$ cat src/rtl/decoder_pkg.sv
// Shared types for the decoder_scan block: controller state encoding.
package decoder_pkg;

  typedef enum logic [1:0] {
    IDLE = 2'd0,
    HOLD = 2'd1,
    SCAN = 2'd2
  } state_e;

endpackage

$ cat src/rtl/decoder_onehot.sv
// Combinational N-to-2**N one-hot decoder with an enable; all-zero when disabled.
module decoder_onehot #(
  parameter int N = 4
) (
  input  logic [N-1:0]      in,
  input  logic              ena,
  output logic [2**N-1:0]   out
);

  localparam int M = 2**N;
  localparam logic [M-1:0] ONE = {{(M-1){1'b0}}, 1'b1};

  assign out = ena ? (ONE << in) : '0;

endmodule

$ cat src/rtl/decoder_scan.sv
// Registered one-hot decoder with valid/ready output and an optional scan mode
// that walks the index up to 2**N-1. Scan mode is built only with DECODER_SCAN_EN.
module decoder_scan
  import decoder_pkg::*;
#(
  parameter int N = 4
) (
  input  logic              clk,
  input  logic              rst,
  input  logic              ena,
  input  logic              mode,
  input  logic              in_valid,
  input  logic [N-1:0]      in,
  output logic              in_ready,
  output logic [2**N-1:0]   out,
  output logic              out_valid,
  input  logic              out_ready,
  output logic              scan_done
);

  localparam int M = 2**N;

  state_e         state_q, state_d;
  logic [M-1:0]   out_q, out_d;
  logic           vld_q, vld_d;
  logic [N-1:0]   sel;
  logic [M-1:0]   oh;
  logic           accept, xfer;

`ifdef DECODER_SCAN_EN
  logic [N-1:0]   idx_q, idx_d;

  // Accepts only happen outside SCAN, so the decoder input can be muxed on state alone.
  assign sel = (state_q == SCAN) ? idx_q + 1'b1 : in;
`else
  logic unused_mode;

  assign unused_mode = mode;
  assign sel         = in;
`endif

  decoder_onehot #(.N(N)) u_onehot (
    .in  (sel),
    .ena (ena),
    .out (oh)
  );

  always_comb begin
    state_d   = state_q;
    out_d     = out_q;
    vld_d     = vld_q;
    in_ready  = 1'b0;
    scan_done = 1'b0;
`ifdef DECODER_SCAN_EN
    idx_d     = idx_q;
`endif
    case (state_q)
      HOLD:    in_ready = out_ready;
      SCAN:    in_ready = 1'b0;
      default: in_ready = 1'b1;
    endcase
    accept = in_valid && in_ready;
    xfer   = vld_q && out_ready;
    if (accept) begin
      out_d   = oh;
      vld_d   = 1'b1;
      state_d = HOLD;
`ifdef DECODER_SCAN_EN
      if (mode) begin
        state_d = SCAN;
        idx_d   = in;
      end
`endif
    end else if (xfer) begin
`ifdef DECODER_SCAN_EN
      if (state_q == SCAN && idx_q != {N{1'b1}}) begin
        out_d = oh;
        idx_d = sel;
      end else begin
        scan_done = (state_q == SCAN) && !rst;
        state_d   = IDLE;
        out_d     = '0;
        vld_d     = 1'b0;
      end
`else
      state_d = IDLE;
      out_d   = '0;
      vld_d   = 1'b0;
`endif
    end
  end

  always_ff @(posedge clk) begin
    if (rst) begin
      state_q <= IDLE;
      out_q   <= '0;
      vld_q   <= 1'b0;
`ifdef DECODER_SCAN_EN
      idx_q   <= '0;
`endif
    end else begin
      state_q <= state_d;
      out_q   <= out_d;
      vld_q   <= vld_d;
`ifdef DECODER_SCAN_EN
      idx_q   <= idx_d;
`endif
    end
  end

  assign out       = out_q;
  assign out_valid = vld_q;

endmodule

$ cat config.mk
export PLATFORM = sky130hd
export DESIGN_NAME = decoder_scan
export DESIGN_NICKNAME = d
export VERILOG_FILES = /design/src/rtl/decoder_pkg.sv /design/src/rtl/decoder_onehot.sv /design/src/rtl/decoder_scan.sv
export SDC_FILE = /design/constraint.sdc
export NUM_CORES = 1
export LEC_CHECK = 0
export CAP_MARGIN = 20
export CORE_ASPECT_RATIO = 0.9
export CORE_UTILIZATION = 38
export DETAILED_ROUTE_END_ITERATION = 12
export GPL_ROUTABILITY_DRIVEN = 0
export GPL_TIMING_DRIVEN = 0
export PLACE_DENSITY_LB_ADDON = 0.25
export SYNTH_ARGS = -nofsm -noshare
export SYNTH_HDL_FRONTEND = slang
export SYNTH_SLANG_ARGS = --single-unit
$ cat constraint.sdc
create_clock -name clk -period 1.14 [get_ports clk]
set_input_delay 0.114 -clock clk [delete_from_list [all_inputs] [get_ports clk]]
set_output_delay 0.114 -clock clk [all_outputs]
set_load 0.005 [all_outputs]
======== Word level (Yosys, flattened, before mapping) ========
Cells that the tools add are included.
storage, ports and cells
  bits in latches ......................... 0
  bits of input ports ..................... 10
  memories kept ........................... 0
  bits in read-only memories .............. 0
  memory bits (writable) .................. 0
  register bits ........................... 18
cells by class
  bitwise logic cells ..................... 0
  eq/ne operators ......................... 0
  div/mod/pow operators ................... 0
  add/sub/neg operators ................... 0
  reduce and logical (&&, ||, !) cells .... 3
  shift operators ......................... 1
  multiplexer cells ....................... 8
  magnitude comparators ................... 0
  $mul .................................... 0
operators by type and width
  kind                                                                count
  16-bit two-way mux                                                  3
  1-bit by 4-bit left shift with 16-bit output, first input constant  1
  1-bit two-way mux                                                   5
  1-bit logical AND                                                   2
  2-bit nonzero test                                                  1

======== Longest topological paths before layout ========
  depth after elaboration ................. 3
  gate-level depth with buffers ........... 5
  depth with buffers taken out ............ 3

======== Cells and area by module ========
A second synthesis with hierarchy kept.
unflattened totals
  cells, all modules ...................... 126
  area total of the unflattened synthesis .. 1166.1 µm²
by module, submodules not included
  module          seq. area each (µm²)  instances  cells each  area an instance (µm²)
  decoder_scan    340.3                 1          103         1046.0
  decoder_onehot  0.0                   1          23          120.1

======== Worst setup path after synthesis ========
Ideal clock, no wire load.
  path kind ............................... register to register
  start ................................... reg state_q[0]
  end ..................................... reg out_q[2] (netlist: out[2])
  data arrival time ....................... 1.056 ns
  period minus slack after synthesis ...... 1.123 ns
  required time ........................... 1.073 ns
  setup time .............................. 0.067 ns
  cell stages (with the launch flop) ...... 5
  path slack .............................. 0.017 ns
  path through ............................ dfxtp_1 -> mux2i_2 -> buf_6 -> nand2_1 -> a21oi_2
between the ends
  longest elaborated chain between the ends .. 3
  elaborated cells between the ends (all ways) .. 4
  those cells by class .................... 2 x mux; 2 x reduce/logical
RTL lines
  item                                                             line                 RTL
  start, declared                                                  decoder_scan.sv:23   state_e state_q, state_d;
  start signal, assigned                                           decoder_scan.sv:102  state_q <= state_d;
  1-bit two-way mux (*)                                            decoder_scan.sv:57   case (state_q)
  1-bit logical AND (*)                                            decoder_scan.sv:62   accept = in_valid && in_ready;
  16-bit two-way mux / 2-bit nonzero test (equally long branches)  --
  end signal, assigned                                             decoder_scan.sv:103  out_q <= out_d;
  end, declared                                                    decoder_scan.sv:24   logic [M-1:0] out_q, out_d;
Every way passes the cells marked *; elsewhere a longest branch is shown, timed or not.
A chain may end at the register's enable or synchronous reset.

======== Worst setup path in the final report ========
  start ................................... in in[2]
  end ..................................... reg out_q[8] (netlist: out[8])
between the ends
  longest elaborated chain between the ends .. 3
RTL lines
  item                                          line                  RTL
  start, declared                               decoder_scan.sv:13    input logic [N-1:0] in,
  1-bit by 4-bit left shift with 16-bit output  decoder_onehot.sv:13  assign out = ena ? (ONE << in) : '0;
  16-bit two-way mux                            decoder_onehot.sv:13
  16-bit two-way mux                            decoder_scan.sv:64    if (accept) begin
No other way between the ends.

==> qor.yml <==
outcome:
  outcome: "finished with violations"
  violations: "negative setup slack"
placed_design:
  dp_hpwl_mm: 1.31
  port_buffers: 25
global_routing:
  grt-ovfl-total: 0
  grt_use_met3_pct: 6.00
  grt_pass1_wl_mm: 3.06
  grt_pass1_vias: 672
  grt_usage_pct: 18.3
  antenna_found_initial: 0
  grt_start_max_net_pins: 11
  met1_usage_pct: 22.7
  grtUsageMet2_pct: 31.2
  grt-busiest-layer: "met2"
worst_setup_path:
  path_class: "in -> reg"
  worstPathMaxFanout: 10
  cp.arrival_ns: 1.41
  startpoint_type: "input port"
  cpMaxStageDelayCell: "clkdlybuf4s50_1"
  worst_path_largest_cell_delay_ns: 0.43
  endpoint_kind: "register"
  critical_path_required_ns: 1.36
  crit_chain: "clkdlybuf4s50_1 > buf_2 > nor3_1 > nand4_1 > a21oi_2"
route:
  viasPerCell: 5.21
  vias: 803
  wl_per_cell_um: 13.3
  ant_nets: 0
  routed_wl_mm: 2.05
  dr.first_iter.drc_count: 12
  dr.pass1.iters: 4
  drc: 0
die:
  die_x_um: 50.3
  pin_count: 29
  die-area_mm2: 0.00228
  rows: 15
  core_mm2: 0.00195
  floorplan.initialDensity_pct: 40.8
  die_height_um: 45.4
power_and_ir_drop:
  powerDensity_mw_per_mm2: 919
  leakagePower_nw: 0.520
  peakVddDrop_v: 0.000789
cells_and_area:
  nNetsFinal: 140
  regArea_um2: 364
  mostFrequentLayoutCell: "dlygate4sd2_1"
  synthToLayoutAreaGrowth_pct: 56.2
  fill_cells: 176
  post-route-util_pct: 63.8
  drive_gt1_share_pct: 41.9
  multi_input_area_um2: 454
  diodes: 0
  final_cell_mix: "dlygate4sd2_1 (18), dfxtp_2 (16), nand2_1 (13)"
sta:
  layout_setup_ws_ns: -0.0414
  hold_slack_ns: 0.182
  fmax_mhz: 846
  slew_violations: 0
  finalSetupViolCount: 16
  slew_headroom_pct: 64.4
  tightest_slew_ns: 0.533
  hold_viol_final: 0
  fin_crit_sh_pct: 104
  period_minus_slack_ns: 1.18
  rsz0062_at_grt: "yes"
  fin_skew_ns: 0.00847
clock_network:
  ctsHoldBuffers: 0
  clkSinkCount: 17
  cts_max_level: 1
  clk_pin_slew_worst_paths_ns: 0.10
  cts_tree: "done"
  cts-root-buf: "clkbuf_4"
  worstSkewPairLatency_ns: 0.30
  cts.path.max_buffers: 2
  cts_buffers: 3
logic_synthesis:
  ys.flop_type: "dfxtp_1"
  syn_area_per_cell_um2: 8.48
  synth_edf_count: 0
  ys_ff_latch: 17
  ys_seq_area_share_pct: 42.7
  syn-num-nets: 104
  yosysWarnings: 0
  syn_area_um2: 797
  syn_inst: 94
  ys_types: 22
  async_flop_share_pct: 0
flow_run:
  cap_violations: 0
min_path:
  min_path_type: "in -> reg"
metrics by stage:
stage / instance area [um2] / setup TNS [ns] / setup WS, ns / std cells / total power, W
2_1_floorplan: 797 / 0 / 0.0170 / 94 / 0.000712
3_3_place_gp: 1080 / -4.46 / -0.513 / 144 / 0.000773
3_5_place_dp: 1080 / -5.05 / -0.533 / 144 / 0.000778
4_1_cts: 1190 / -0.210 / -0.0855 / 153 / 0.00112
5_1_grt: 1240 / -1.29 / -0.104 / 154 / 0.00119
6_report: 1240 / -0.281 / -0.0414 / 154 / 0.00114
final cells by class:
cell class                 instances  share of cell area, %
sequential                        17                   29.2
inverter                           1                  0.302
multi-input combinational         64                   36.5
clock buffer                       4                   2.11
timing repair buffer              32                   23.5
tap                               25                   2.51
buffer                            11                   5.83
per-layer routing:
metal	wire (um)	part of all wire [%]	vias to the layer above
met2	1030	50	22
met5	0	0	-
met1	912	45	380
li1	-	-	399
met4	12	0.59	0
met3	97	4.7	2
critical path, delay by kind of cell:
| family | cells | cell delay [ns] |
|---|---|---|
| buf+inv | 2 | 0.62 |
| compound gates | 1 | 0.16 |
| simple gates | 2 | 0.51 |
timing repair:
item	CTS	global route
resized for setup	48	19
pin swaps	0	5
hold endpoints to repair	0	0
cloned	0	1
buffers inserted	5	1
setup endpoints to repair	30	17
path summary, 6_finish.rpt:
check	start	endpoint	slack (ns)	cells after the start
min	rst	out[9]	0.18	2
min reg2reg	out[6]	out[6]	0.46	2
max	in[2]	out[8]	-0.04	5
max reg2reg	state_q[0]	out[0]	-0.03	5
synthesized netlist by cell type (all sizes together) (3+ instances only):
master  instances  area share [%]
dfxtp          17              43
nand4b          5             5.5
nand2          16             7.5
and4b           3             3.8
a21oi          17              11
nand4           5             3.9
buf             7             6.8
nor3b           3             2.8
clkbuf          5             2.7
nand3           6             3.8
nor4bb          3             3.8
sequential cells by signal, summed over array words and instances, names as in the netlist:
| signal | count |
|---|---|
| state_q | 1 |
| out | 16 |
kinds of logic after synthesis:
logic type / after synthesis / synth area share (%)
muxes: 1 / 1.73
buffers and inverters: 13 / 9.89
AOI/OAI and AO/OA: 17 / 11.1
and+or+nand+nor: 45 / 34.1
DFF: 17 / 42.7
other: 1 / 0.471
where the power goes:
| part | switching (W) | internal [W] |
|---|---|---|
| clock network | 0.000193 | 0.000136 |
| registers | 0.00000386 | 0.000600 |
| logic | 0.000104 | 0.000108 |
| total | 0.000301 | 0.000844 |
(Power assumes the default switching activity.)
